===== src/rtl/input_conditioner.sv =====
// -----------------------------------------------------------------------------
// input_conditioner
//
// Front-end conditioning for raw board inputs. Each active-low push-button is
// synchronized, debounced and turned into an active-high level plus one-cycle
// press/release pulses. The slide switches are synchronized and given a flag
// that reports when the synchronized value has held still long enough.
//
// Ports:
//   Clk          in   system clock (single domain)
//   Reset        in   synchronous, active-high reset
//   Key_n        in   [N_KEYS]    raw buttons, active-low, asynchronous
//   SW           in   [SW_WIDTH]  raw switches, asynchronous
//   Key_level    out  [N_KEYS]    debounced button state, 1 = pressed
//   Key_press    out  [N_KEYS]    one-cycle pulse on debounced 0->1
//   Key_release  out  [N_KEYS]    one-cycle pulse on debounced 1->0
//   SW_out       out  [SW_WIDTH]  two-flop-synchronized switch value
//   SW_stable    out              SW_out unchanged for >= DEBOUNCE_CYCLES edges
// -----------------------------------------------------------------------------
module input_conditioner #(
  parameter int DEBOUNCE_CYCLES = 50000,  // legal range >= 2
  parameter int N_KEYS          = 3,
  parameter int SW_WIDTH        = 8
) (
  input  logic                Clk,
  input  logic                Reset,
  input  logic [N_KEYS-1:0]   Key_n,
  input  logic [SW_WIDTH-1:0] SW,
  output logic [N_KEYS-1:0]   Key_level,
  output logic [N_KEYS-1:0]   Key_press,
  output logic [N_KEYS-1:0]   Key_release,
  output logic [SW_WIDTH-1:0] SW_out,
  output logic                SW_stable
);

  localparam int            CW      = $clog2(DEBOUNCE_CYCLES);
  localparam logic [CW-1:0] CNT_MAX = CW'(DEBOUNCE_CYCLES - 1);

  // Key path state
  logic [N_KEYS-1:0] key_s1_q, key_s2_q;
  logic [N_KEYS-1:0] level_q,   level_d;
  logic [N_KEYS-1:0] press_q,   press_d;
  logic [N_KEYS-1:0] release_q, release_d;
  logic [CW-1:0]     cnt_q [N_KEYS];
  logic [CW-1:0]     cnt_d [N_KEYS];

  // Switch path state
  logic [SW_WIDTH-1:0] sw_s1_q, sw_out_q;
  logic [CW-1:0]       scnt_q, scnt_d;
  logic                stable_q, stable_d;
  logic                sw_changed;

  // ---------------------------------------------------------------------------
  // Debounce next-state. A key's counter only runs while the synchronized
  // input disagrees with the accepted level; any agreement (a bounce back)
  // zeroes it so the whole window must be seen again.
  // ---------------------------------------------------------------------------
  always_comb begin
    // NOTE: every signal written here gets a default first, so no path can
    // leave it unassigned and infer a latch.
    level_d   = level_q;
    press_d   = '0;
    release_d = '0;
    cnt_d     = '{default: '0};
    for (int i = 0; i < N_KEYS; i++) begin
      if (key_s2_q[i] != level_q[i]) begin
        if (cnt_q[i] == CNT_MAX) begin
          // Accept the new value; the counter returns to 0 via the default.
          level_d[i]   = key_s2_q[i];
          press_d[i]   = key_s2_q[i];
          release_d[i] = ~key_s2_q[i];
        end else begin
          cnt_d[i] = cnt_q[i] + 1'b1;
        end
      end
    end
  end

  // ---------------------------------------------------------------------------
  // Switch stability. The flag is registered from the saturated count, so it
  // rises DEBOUNCE_CYCLES edges after the last SW_out change and drops in the
  // same edge SW_out takes a new value.
  // ---------------------------------------------------------------------------
  always_comb begin
    sw_changed = (sw_s1_q != sw_out_q);
    scnt_d     = scnt_q;
    stable_d   = 1'b0;
    if (sw_changed) begin
      scnt_d = '0;
    end else begin
      if (scnt_q != CNT_MAX) begin
        scnt_d = scnt_q + 1'b1;
      end
      stable_d = (scnt_q == CNT_MAX);
    end
  end

  // ---------------------------------------------------------------------------
  // State registers
  // ---------------------------------------------------------------------------
  always_ff @(posedge Clk) begin
    if (Reset) begin
      key_s1_q  <= '0;
      key_s2_q  <= '0;
      level_q   <= '0;
      press_q   <= '0;
      release_q <= '0;
      // NOTE: the per-key counters are state, not storage, so they are reset
      // too; a partial count must never survive into the next run.
      cnt_q     <= '{default: '0};
      sw_s1_q   <= '0;
      sw_out_q  <= '0;
      scnt_q    <= '0;
      stable_q  <= 1'b0;
    end else begin
      // NOTE: non-blocking assignments so every flop samples pre-edge values;
      // this is what makes s1 -> s2 a real two-stage synchronizer.
      key_s1_q  <= ~Key_n;
      key_s2_q  <= key_s1_q;
      level_q   <= level_d;
      press_q   <= press_d;
      release_q <= release_d;
      cnt_q     <= cnt_d;
      sw_s1_q   <= SW;
      sw_out_q  <= sw_s1_q;
      scnt_q    <= scnt_d;
      stable_q  <= stable_d;
    end
  end

  assign Key_level   = level_q;
  assign Key_press   = press_q;
  assign Key_release = release_q;
  assign SW_out      = sw_out_q;
  assign SW_stable   = stable_q;

endmodule


===== config.mk =====
export PLATFORM = sky130hd
export DESIGN_NAME = input_conditioner
export DESIGN_NICKNAME = d
export VERILOG_FILES = /design/src/rtl/input_conditioner.sv
export SDC_FILE = /design/constraint.sdc
export NUM_CORES = 1
export LEC_CHECK = 0
export BUFFER_PORTS_ARGS = -buffer_cell sky130_fd_sc_hd__buf_2
export CAP_MARGIN = 20
export CORE_MARGIN = 2
export CORE_UTILIZATION = 55
export CTS_CLUSTER_SIZE = 20
export DETAILED_ROUTE_END_ITERATION = 7
export HOLD_SLACK_MARGIN = 0.1
export PLACE_DENSITY = 0.71
export SKIP_CTS_REPAIR_TIMING = 1
export SLEW_MARGIN = 20
export SYNTH_ARGS = -nofsm -noshare
export SYNTH_HDL_FRONTEND = slang
export SYNTH_SLANG_ARGS = --single-unit

===== constraint.sdc =====
create_clock -name Clk -period 2.93 [get_ports Clk]
set_clock_uncertainty 0.2 [all_clocks]
set_input_delay 0.1465 -clock Clk [delete_from_list [all_inputs] [get_ports Clk]]
set_output_delay 0.1465 -clock Clk [all_outputs]
set_load 0.02 [all_outputs]

# Yosys cells after proc, flatten, opt, wreduce, memory -nomap -nowiden
# Index checks and enable logic that the tools add are counted.
# W data, S select, Z words.
totals:
  regBits: 96
  inputBits: 13
  word_cells: 51
classes:
  n_addsub: 4
  eq_ne: 9
  bitwise_logic: 10
  reduce_logical: 10
ops:
  columns: ["operator", "n"]
  rows:
  - ["$add A16 B1 Y16 const B", 4]
  - ["$eq A16 B16 Y1 const B", 4]
  - ["$reduce_or A3 Y1", 6]
  - ["$ne A16 B16 Y1 const B", 1]
  - ["$not A1 Y1", 9]
  - ["$ne A8 B8 Y1", 1]
  - ["$reduce_and A2 Y1", 3]
  - ["$ne A1 B1 Y1", 3]
  - ["$not A3 Y3", 1]
  - ["$reduce_or A2 Y1", 1]

# Longest topological paths before layout
# Gate-level depths: netlist (run 1).
logic_depth:
  depth_word: 3
  depth_mapped: 7
  depth_no_buf: 5

# Worst setup path after synthesis (run 1)
# Ideal clock, no wire load.
synth_path:
  path_type: "reg2reg"
  from: "reg cnt_q[5] (netlist name)"
  to: "reg cnt_q[11] (netlist name)"
  arrival_ps: 1717
  required_time_ps: 2615
  slack_ps: 899
  stages_incl_launch_ff: 7
  path_buffers: 2
  path_cell_list: "dfxtp_1 -> or4bb_1 -> or4_4 -> nand2b_1 -> buf_6 -> buf_6 -> nor2_1"
synth_via:
  elab_chain_len: 2
  elab_cells_between_ends: 3
synth_rtl:
  columns: ["element", "line", "text"]
  rows:
  - ["start, declared", "44", "logic [CW-1:0] cnt_q [N_KEYS];"]
  - ["start signal, assigned", "123", "cnt_q <= cnt_d;"]
  - ["branches (longest 2 deep; another with $add A16 B1 Y16)", null, null]
# Parallel ways; which one is timed is not known.
# A chain may end at the register's enable or synchronous reset.

# Worst setup path after layout (run 1)
layout_path:
  from: "reg cnt_q[0] (netlist name)"
  to: "reg cnt_q[14] (netlist name)"
# The elaborated chain is that of the path after synthesis.

==> results.env, run 1 <==
ROUTE.DETAILED.WL_PER_INST_MICRONS=12.5
POSTSYNTH.TOPFLOPCELL='sky130_fd_sc_hd__dfxtp_1'
SYNTH_EDF_COUNT=0
RUN_STATUS='complete, no violations'
WORST-ENDPOINT-ARRIVAL_NS=2.41
TIMING.HOLD.WORST_PATH_DEPTH=1
GRT_ANTENNA_BEFORE_REPAIR=0
POST_SYNTH_MOST_FREQUENT_CELLS='sky130_fd_sc_hd__dfxtp_1, sky130_fd_sc_hd__nor2_1, sky130_fd_sc_hd__xnor2_1'
SETUP_REPAIR_AFTER_GLOBAL_ROUTING_MISSED_ITS_MARGIN='no'
SYNTHDISTINCTLIBCELLS=33
R2R_CELLS=5
CTS_MAX_LEVEL=3
YS_ASYNC_SR_FRACTION_PCT=0
DR.FIRST_ITER.DRC_COUNT=88
FIN_CRIT_NS=2.41
REG2REG_TO='cnt_q[14]$_SDFF_PP0_'
CRITICAL_PATH_PEAK_FANOUT=16
SYNTHESIS.AREA_SQ_UM=3840
CLOCK_INSERTION_DELAY_WORST_SKEW_NS=0.34
CTS.SINKS=96
SETUP_VIOLATIONS=0
CRIT_REQUIRED_NS=2.93
LEAKAGEPOWER_uW=0.00147
POST_SYNTHESIS_REGISTER_BIT_COUNT=96
POSTSYNTHNETCOUNT=428
FINALWEIGHTEDCONGESTION=0.819
SYNTH_LARGEST_TYPE_AREA_FRACTION_PCT=50.1
GR-TOTAL-OVERFLOW=0
ACHIEVABLE-FREQUENCY_GHz=0.415
MIN_TO='key_s2_q[1]$_SDFF_PP0_'
AREA.GROWTH.SYNTH_TO_FINAL_PCT=14.6
INITIAL_UTILIZATION_PCT=56.8
PEAK_SUPPLY_DROP_mV=0.266
REMAINING_DRC_ERRORS=0
DIE_WIDTH_MICRONS=87.5
CRITICAL_PATH.REG2REG.STARTPOINT='cnt_q[0]$_SDFF_PP0_'
WORST_SETUP_START_KIND='flop'
DRT.ANTENNA.VIOLATING_NETS=0
LARGEST_NET_DEGREE_AT_THE_START_OF_GLOBAL_ROUTING=33
SYNTHTOPCELLSBYAREA='sky130_fd_sc_hd__dfxtp_1, sky130_fd_sc_hd__xnor2_1, sky130_fd_sc_hd__nor2_1'
TIMING.SLEW.HEADROOM_PCT=59.3
FINAL_MIN_PERIOD_OVER_CLOCK_PERIOD_PCT=82.2
DIEAREA_SQ_UM=7660
PATH_CLK_SLEW_NS=0.09
CLOCK_TREE_FROM_TRITONCTS='built'
DIE_H_MICRONS=87.5
SETUP-TNS-FINAL_NS=0
SYNTHCELLS=411
FINISH.NET_COUNT=472
FINALHOLDVIOLATIONS=0
UTILIZATION_PCT=65.1
CAP_VIOL_MAX_COUNT=0
CLOCKBUFFERDEPTH=2
SYNTH_MOST_COMMON_CELL='sky130_fd_sc_hd__dfxtp_1'
WORST-SETUP-PATH-TYPE='reg2reg'
DP.FINAL_HPWL_MICRONS=4660
BUFFER_PORTS.INSERTED=30
POWER_PER_CELL_AREA_nW_PER_UM2=544
IOS=31
WIRELENGTH_MICRONS=6740
PLACEMENTROWS=30
WORST_HOLD_PATH_TYPE='reg2reg'
SYNTH.AVG_CELL_AREA_SQ_UM=9.34
VIAS=2848
AVERAGE_VIA_COUNT_PER_STANDARD_CELL=5.27
SHARE_OF_LAYOUT_CELLS_ABOVE_DRIVE_STRENGTH_1_PCT=10.7
WHS_NS=0.236
YS_WARN_COUNT=0
CTS-ROOT-BUF='sky130_fd_sc_hd__clkbuf_8'
VIAS_IN_THE_FIRST_GLOBAL_ROUTE=2598
SYNTH_SEQUENTIAL_AREA_RATIO_PCT=50.1
CTS_BUFFERS=9
YOSYS.AREA.TOP_TYPE='sky130_fd_sc_hd__dfxtp_1'
TIMING_MAX_TRANSITION_VIOLATIONS_FINAL=0
WORST_PIN_SLEW_NS=0.610
WORSTHOLDSTART='key_s1_q[1]$_SDFF_PP0_'
GRT_FIRST_PASS_WIRELENGTH_MICRONS=11300
DRTPASS1ITERATIONS=4
FLOORPLAN.CORE_AREA_SQ_UM=6760
NUM_ANTENNA_CELLS=0
GRTUSAGETOTAL_PCT=18.4
REGTOREGSETUPSLACK_NS=0.52
WORST_SETUP_PATH_END_KIND='flop'
## per-stage QoR
stage          setup slack (ns)  total power, uW  cell area [sq um]  instances
3_5_place_dp              0.544             1420               4030        511
3_3_place_gp              0.673             1420               4030        511
4_1_cts                   0.507             2410               4270        527
5_1_grt                   0.305             2480               4400        540
6_report                  0.522             2390               4400        540
2_1_floorplan             0.899             1400               3840        411
## critical path: stages (launching register included)
cell and delay, ns:
sky130_fd_sc_hd__dfxtp_1 0.39, sky130_fd_sc_hd__ha_1 0.21, sky130_fd_sc_hd__nand3_1 0.25, sky130_fd_sc_hd__or4_4 0.64
sky130_fd_sc_hd__nand2b_1 0.47, sky130_fd_sc_hd__nor2_1 0.12
## layer usage
layer / up-vias / global-route usage, % / part of all wire (%)
li1: 1488 / - / -
met1: 1318 / 24.3 / 48
met2: 34 / 30.3 / 49
met3: 8 / 3.39 / 2.2
met4: 0 / 6.71 / 0.80
met5: - / 0 / 0
## sequential cells by signal, indices dropped and copies added, names as in the netlist
register / cells
Key_press: 3
SW_stable: 1
Key_level: 3
Key_release: 3
key_s2_q: 3
sw_s1_q: 8
SW_out: 8
cnt_q: 48
scnt_q: 16
key_s1_q: 3
## cell usage in the layout (no fill, tap or decap), types with 3 or more instances in the layout
cell	instances
sky130_fd_sc_hd__ha_1	4
sky130_fd_sc_hd__dfxtp_1	96
sky130_fd_sc_hd__a21oi_1	3
sky130_fd_sc_hd__mux2i_1	4
sky130_fd_sc_hd__nor3_1	18
sky130_fd_sc_hd__nor2_1	80
sky130_fd_sc_hd__clkbuf_8	9
sky130_fd_sc_hd__nand2_1	20
sky130_fd_sc_hd__and3_1	4
sky130_fd_sc_hd__nor4bb_1	3
sky130_fd_sc_hd__xor2_1	12
sky130_fd_sc_hd__nor2b_1	19
sky130_fd_sc_hd__nor4_1	12
sky130_fd_sc_hd__nand3_1	20
sky130_fd_sc_hd__nand4_1	16
sky130_fd_sc_hd__xnor2_1	51
sky130_fd_sc_hd__or4_1	5
sky130_fd_sc_hd__inv_1	11
sky130_fd_sc_hd__nand4b_1	3
sky130_fd_sc_hd__bufinv_16	3
sky130_fd_sc_hd__buf_2	30
sky130_fd_sc_hd__dlygate4sd3_1	13
sky130_fd_sc_hd__and4_1	4
## logic make-up after synthesis
logic type	Yosys count	synth area share, %
and+or+nand+nor	215	29.3
muxes	4	1.04
buffers and inverters	22	2.77
adders and majority gates	4	1.30
AOI/OAI and AO/OA	7	1.17
xor gates and xnor gates	63	14.4
DFF	96	50.1
## power by group
group | internal (uW) | switching [uW] | total, uW | leakage (uW)
clock network | 568 | 422 | 990 | 0.000110
registers | 1320 | 10.7 | 1330 | 0.000778
logic | 37.8 | 34.1 | 71.8 | 0.000580
total | 1920 | 467 | 2390 | 0.00147
## worst max path at each step
stage	end	slack (ns)	depth (start not counted)	from
after CTS	cnt_q[14]$_SDFF_PP0_	0.51	5	cnt_q[0]$_SDFF_PP0_
after floorplan	cnt_q[11]$_SDFF_PP0_	0.90	6	cnt_q[5]$_SDFF_PP0_
after global routing	cnt_q[3]$_SDFF_PP0_	0.31	5	cnt_q[0]$_SDFF_PP0_
final	cnt_q[14]$_SDFF_PP0_	0.52	5	cnt_q[0]$_SDFF_PP0_
after global placement	cnt_q[6]$_SDFF_PP0_	0.67	4	cnt_q[5]$_SDFF_PP0_
after detailed placement	cnt_q[14]$_SDFF_PP0_	0.54	5	cnt_q[0]$_SDFF_PP0_
## cell type report
class / instances / area, sq um
Fill cell: 579 / 2360
Sequential cell: 96 / 1920
Multi-Input combinational cell: 293 / 1810
Timing Repair Buffer: 44 / 288
Clock buffer: 11 / 131
Clock inverter: 5 / 105
Tap cell: 80 / 100
Inverter: 11 / 41.3
Note: power is estimated with default switching activity, not from simulation.
==> inputs of run 2 (changes only) <==
Settings changed: CORE_UTILIZATION 55 to 53, PLACE_DENSITY 0.71 to 0.72.
Clock period 2.93 ns to 2.2 ns, I/O delays scaled along.
==> results.env, run 2 (synthesis gave the netlist of run 1 again) <==
CLOCKBUFFERDEPTH=2
TIMING_MAX_TRANSITION_VIOLATIONS_FINAL=0
PATH_CLK_SLEW_NS=0.09
WORST_SETUP_START_KIND='flop'
TIMING.CRITICAL_PATH.FROM='cnt_q[44]$_SDFF_PP0_'
PEAK_SUPPLY_DROP_mV=0.400
SETUP-TNS-FINAL_NS=0
LARGEST_REG_FLOPS=48
DIEAREA_SQ_UM=7940
CLOCK_INSERTION_DELAY_WORST_SKEW_NS=0.36
LARGEST_NET_DEGREE_AT_THE_START_OF_GLOBAL_ROUTING=33
WORST_HOLD_PATH_TYPE='reg2reg'
FINALHOLDVIOLATIONS=0
REMAINING_DRC_ERRORS=0
RUN_STATUS='complete, no violations'
LAYOUT.AREA.SEQ_SQ_UM=1920
GRT_ANTENNA_BEFORE_REPAIR=0
VIAS_IN_THE_FIRST_GLOBAL_ROUTE=2446
AVERAGE_VIA_COUNT_PER_STANDARD_CELL=5.08
FINALWEIGHTEDCONGESTION=0.873
LARGEST-REGISTER='cnt_q'
DR.FIRST_ITER.DRC_COUNT=51
POWER.TOTAL_uW=3090
ACHIEVABLE-FREQUENCY_GHz=0.465
FLOORPLAN.CORE_AREA_SQ_UM=7140
DP_WORST_SETUP_SLACK_NS=0.0870
IOS=31
CTS.SINKS=96
FINALWORSTSETUPSLACK_NS=0.0511
CTS_BUFFERS=9
WORST_SETUP_PATH_END_KIND='flop'
GR-TOTAL-OVERFLOW=0
MULTIINPUTGATEAREA_SQ_UM=1810
WORST-SETUP-PATH-TYPE='reg2reg'
LAYOUTNONFILLERINSTCOUNT=570
AREA.GROWTH.SYNTH_TO_FINAL_PCT=17.4
CLOCK_TREE_FROM_TRITONCTS='built'
CTS-ROOT-BUF='sky130_fd_sc_hd__clkbuf_8'
LAYOUT_COMMONEST_CELL='sky130_fd_sc_hd__dfxtp_1'
WORST-ENDPOINT-ARRIVAL_NS=2.19
CRIT_REQUIRED_NS=2.24
SETUP_VIOLATIONS=0
DIE_H_MICRONS=89.1
TIMING.SLEW.HEADROOM_PCT=60.1
CTS_MAX_LEVEL=3
CRITICAL_PATH.REG2REG.STARTPOINT='cnt_q[44]$_SDFF_PP0_'
DP.FINAL_HPWL_MICRONS=4700
SETUP_REPAIR_AFTER_GLOBAL_ROUTING_MISSED_ITS_MARGIN='no'
WORST_PIN_SLEW_NS=0.599
WORSTHOLDSTART='key_s1_q[1]$_SDFF_PP0_'
VIAS=2897
INITIAL_UTILIZATION_PCT=53.8
GRT_FIRST_PASS_WIRELENGTH_MICRONS=10900
DRTPASS1ITERATIONS=4
ROUTE.DETAILED.WL_PER_INST_MICRONS=12.2
FINISH.NET_COUNT=484
GRTUSAGETOTAL_PCT=17.8
PLACEMENTROWS=31
FIN_CRIT_NS=2.15
FINAL_MIN_PERIOD_OVER_CLOCK_PERIOD_PCT=97.7
DRT.ANTENNA.VIOLATING_NETS=0
LEAKAGEPOWER_uW=0.00153
WIRELENGTH_MICRONS=6930
POWER_PER_CELL_AREA_nW_PER_UM2=685
N_FILL_CELL=622
SHARE_OF_LAYOUT_CELLS_ABOVE_DRIVE_STRENGTH_1_PCT=12.3
CRITICAL_PATH_PEAK_FANOUT=15
DIE_WIDTH_MICRONS=89.1
LARGEST_REGISTERS='cnt_q (48), scnt_q (16)'
CAP_VIOL_MAX_COUNT=0
HIGHEST_COUNT_CELLS_IN_THE_LAYOUT_IGNORING_FILL_AND_TAPS='sky130_fd_sc_hd__dfxtp_1, sky130_fd_sc_hd__nor2_1, sky130_fd_sc_hd__xnor2_1'
BUFFER_PORTS.INSERTED=30
NUM_ANTENNA_CELLS=0
PLACED_CELLS=538
[run 2: path summary, 6_finish.rpt]
path,slack (ns),to,cells past startpoint
min,0.24,key_s2_q[1]$_SDFF_PP0_,1
max reg2reg,0.05,cnt_q[34]$_SDFF_PP0_,4
max,0.05,cnt_q[34]$_SDFF_PP0_,4
min reg2reg,0.24,key_s2_q[1]$_SDFF_PP0_,1
[run 2: metrics by stage]
step | cell area [sq um] | hold WS, ns | util, %
floorplan | 3840 | -0.0176 | -
global placement | 4130 | 0.0687 | 57.8
detailed placement | 4130 | 0.0712 | 57.8
CTS | 4340 | -0.316 | 60.7
global route | 4510 | 0.253 | 63.1
finish | 4510 | 0.239 | 63.1
[run 2: power by group]
group	total (uW)	switching (uW)	internal [uW]	leakage, uW
combinational	106	48.4	57.3	0.000646
clock	1210	579	632	0.000109
sequential	1770	14.3	1760	0.000778
[run 2: worst max-delay path, cell delays in order, from the launching register on]
cell and delay (ns):
sky130_fd_sc_hd__dfxtp_1 0.37, sky130_fd_sc_hd__or4_1 0.50, sky130_fd_sc_hd__or4_1 0.66, sky130_fd_sc_hd__nand2_4 0.23, sky130_fd_sc_hd__nor2_1 0.07
[run 2: routing by layer]
metal  track usage, %  routed length [microns]
met4             9.23                      135
met5                0                        0
met3             2.77                      166
met1             22.9                     3300
met2             28.9                     3320
[run 2: final cells by class]
class                      count  share of cell area [%]
sequential                    96                    42.7
multi-input combinational    293                    40.2
timing repair buffer          56                    8.89
clock buffer                   9                    2.75
tap                           99                    2.75
clock inverter                 6                    1.86
inverter                      11                   0.916
==> inputs of run 3 (changes only) <==
Settings changed: ABC_AREA from default to 1, CORE_UTILIZATION 53 to 54, CTS_CLUSTER_DIAMETER from default to 40.
==> results.env, run 3 <==
RUN_STATUS='complete, no violations'
ACHIEVABLE-FREQUENCY_GHz=0.565
LAYOUT_COMMONEST_CELL='sky130_fd_sc_hd__nor2_1'
CRIT_REQUIRED_NS=2.24
GRTUSAGETOTAL_PCT=19.7
PATH_CLK_SLEW_NS=0.09
SYNTH_SEQUENTIAL_AREA_RATIO_PCT=45.1
WORST_PIN_SLEW_NS=0.386
AVERAGE_VIA_COUNT_PER_STANDARD_CELL=4.87
FLOORPLAN.CORE_AREA_SQ_UM=7690
FINALWORSTSETUPSLACK_NS=0.430
AREA.GROWTH.SYNTH_TO_FINAL_PCT=13.4
NUM_ANTENNA_CELLS=0
SLOWEST_STAGE_DELAY_CP_NS=0.36
YS_WARN_COUNT=0
SYNTH_LARGEST_TYPE_AREA_FRACTION_PCT=45.1
TIMING.CRITICAL_PATH.CELLS='ha_1 > nand2_1 > nor2_4 > inv_2 > nor2_4 > nand3_2 > nand2_2 > nor3_1'
CLOCK_TREE_FROM_TRITONCTS='built'
CRITICAL_PATH_PEAK_FANOUT=14
WORST-SETUP-PATH-TYPE='reg2reg'
SYNTHCELLS=597
PEAK_SUPPLY_DROP_mV=0.299
DRTPASS1ITERATIONS=4
DIE_WIDTH_MICRONS=92.9
REGTOREGSETUPSLACK_NS=0.43
SETUP_REPAIR_AFTER_GLOBAL_ROUTING_MISSED_ITS_MARGIN='no'
DIE_H_MICRONS=92.9
TIMING_MAX_TRANSITION_VIOLATIONS_FINAL=0
POSTSYNTHNETCOUNT=614
PLACEMENTROWS=32
LARGEST_REG_FLOPS=48
WORST_HOLD_PATH_TYPE='reg2reg'
IOS=31
DP_WORST_SETUP_SLACK_NS=0.446
DP.FINAL_HPWL_MICRONS=5960
SETUP_VIOLATIONS=0
POWER_PER_CELL_AREA_nW_PER_UM2=615
YS_ASYNC_SR_FRACTION_PCT=0
CTS_MAX_LEVEL=3
CLOCK_INSERTION_DELAY_WORST_SKEW_NS=0.36
FINAL_MIN_PERIOD_OVER_CLOCK_PERIOD_PCT=80.5
WORST-ENDPOINT-ARRIVAL_NS=1.81
LARGEST_NET_DEGREE_AT_THE_START_OF_GLOBAL_ROUTING=17
YOSYS.AREA.TOP_TYPE='sky130_fd_sc_hd__dfxtp_1'
POST_SYNTH_MOST_FREQUENT_CELLS='sky130_fd_sc_hd__nor2_1, sky130_fd_sc_hd__nand2_1, sky130_fd_sc_hd__dfxtp_1'
CTS_BUFFERS=9
CTS.SINKS=96
LARGEST_REGISTERS='cnt_q (48), scnt_q (16)'
INITIAL_UTILIZATION_PCT=55.5
SYNTHESIS.AREA_SQ_UM=4260
WORST_SETUP_START_KIND='flop'
WORST_SETUP_PATH_END_KIND='flop'
FINISH.NET_COUNT=664
VIAS=3671
WORSTHOLDSTART='key_s1_q[0]$_SDFF_PP0_'
DRT.ANTENNA.VIOLATING_NETS=0
ROUTE.DETAILED.WL_PER_INST_MICRONS=10.8
REMAINING_DRC_ERRORS=0
TIMING.SLEW.HEADROOM_PCT=74.1
DIEAREA_SQ_UM=8620
CP_SLOWEST_CELL='sky130_fd_sc_hd__dfxtp_1'
SYNTHTOPCELLSBYAREA='sky130_fd_sc_hd__dfxtp_1, sky130_fd_sc_hd__nor2_1, sky130_fd_sc_hd__nand2_1'
LARGEST-REGISTER='cnt_q'
TIMING.CRITICAL_PATH.FROM='cnt_q[0]$_SDFF_PP0_'
FINALWEIGHTEDCONGESTION=0.912
FIN_CRIT_NS=1.77
CLOCKBUFFERDEPTH=2
CRITICAL_PATH.REG2REG.STARTPOINT='cnt_q[0]$_SDFF_PP0_'
GR-TOTAL-OVERFLOW=0
SYNTH.AVG_CELL_AREA_SQ_UM=7.14
VIAS_IN_THE_FIRST_GLOBAL_ROUTE=3314
SYNTHDISTINCTLIBCELLS=28
FINALHOLDVIOLATIONS=0
SYNTH_EDF_COUNT=0
GRT_FIRST_PASS_WIRELENGTH_MICRONS=14000
CRITICAL-PATH-TOP-CELL-BY-COUNT='sky130_fd_sc_hd__nor2_4'
SETUP-TNS-FINAL_NS=0
GRT_ANTENNA_BEFORE_REPAIR=0
DR.FIRST_ITER.DRC_COUNT=124
SYNTH_MOST_COMMON_CELL='sky130_fd_sc_hd__nor2_1'
LEAKAGEPOWER_uW=0.00183
CAP_VIOL_MAX_COUNT=0
CTS-ROOT-BUF='sky130_fd_sc_hd__clkbuf_8'
POSTSYNTH.TOPFLOPCELL='sky130_fd_sc_hd__dfxtp_1'
WIRELENGTH_MICRONS=8170
BUFFER_PORTS.INSERTED=30
SHARE_OF_LAYOUT_CELLS_ABOVE_DRIVE_STRENGTH_1_PCT=11.8
POST_SYNTHESIS_REGISTER_BIT_COUNT=96
HIGHEST_COUNT_CELLS_IN_THE_LAYOUT_IGNORING_FILL_AND_TAPS='sky130_fd_sc_hd__nor2_1, sky130_fd_sc_hd__nand2_1, sky130_fd_sc_hd__dfxtp_1'
==> run 3: cell count changes in the layout (fill, tap and decap cells not counted), sizes merged, moves of 6 or more <==
| cell | delta |
|---|---|
| inv | +83 |
| buf | -8 |
| or4 | -6 |
| xnor2 | -44 |
| nand4 | +6 |
| o21ai | +7 |
| nand2 | +100 |
| nor2 | +49 |
| nand3 | +17 |
| nor2b | -19 |
| nor4 | -12 |
| nor3 | +9 |
| a21oi | +23 |
==> run 3: path summary, 6_finish.rpt <==
path,end,cells past startpoint
max,cnt_q[2]$_SDFF_PP0_,8
min,key_s2_q[0]$_SDFF_PP0_,2
max reg2reg,cnt_q[2]$_SDFF_PP0_,8
min reg2reg,key_s2_q[0]$_SDFF_PP0_,2
==> run 3: metrics by stage <==
step | utilization, % | std cells | instance area, sq um | hold slack, ns | total power [uW]
detailed placement | 58.5 | 723 | 4500 | 0.0738 | 1900
finish | 62.9 | 754 | 4840 | 0.211 | 2980
CTS | 61.0 | 739 | 4690 | -0.305 | 2990
floorplan | - | 597 | 4260 | -0.0176 | 1870
global placement | 58.5 | 723 | 4500 | 0.0774 | 1900
global route | 62.9 | 754 | 4840 | 0.243 | 3100
==> run 3: cells by family after synthesis <==
logic type	share of synthesized area, %
fa+ha+maj	1.17
compound gates	3.87
xor+xnor	4.31
simple gates	36.0
buf+inv	9.54
flops	45.1
==> run 3: area by class of cell <==
| cell class | instances | area (sq um) |
|---|---|---|
| fill | 746 | 2850 |
| multi-input combinational | 400 | 1940 |
| sequential | 96 | 1920 |
| inverter | 94 | 353 |
| timing repair buffer | 46 | 308 |
| clock buffer | 12 | 165 |
| tap | 102 | 128 |
| clock inverter | 4 | 26.3 |
==> run 3: layer usage <==
metal	share of wire [%]	vias up	GRT usage, %
li1	-	1958	-
met1	49	1650	26.1
met2	46	53	32.0
met3	2.9	10	2.69
met4	1.7	0	8.82
met5	0	-	0
==> run 3: power by group <==
group / internal (uW) / switching (uW)
clock network: 504 / 590
logic: 50.7 / 60.8
registers: 1760 / 13.4
total: 2310 / 664
==> run 3: worst max-delay path, delay by kind of cell (launching register included) <==
| kind | cells | cell delay, ns |
|---|---|---|
| flip-flops | 1 | 0.36 |
| AND/OR/NAND/NOR | 6 | 0.85 |
| adder cells (fa/ha/maj) | 1 | 0.17 |
| buffers and inverters | 1 | 0.06 |
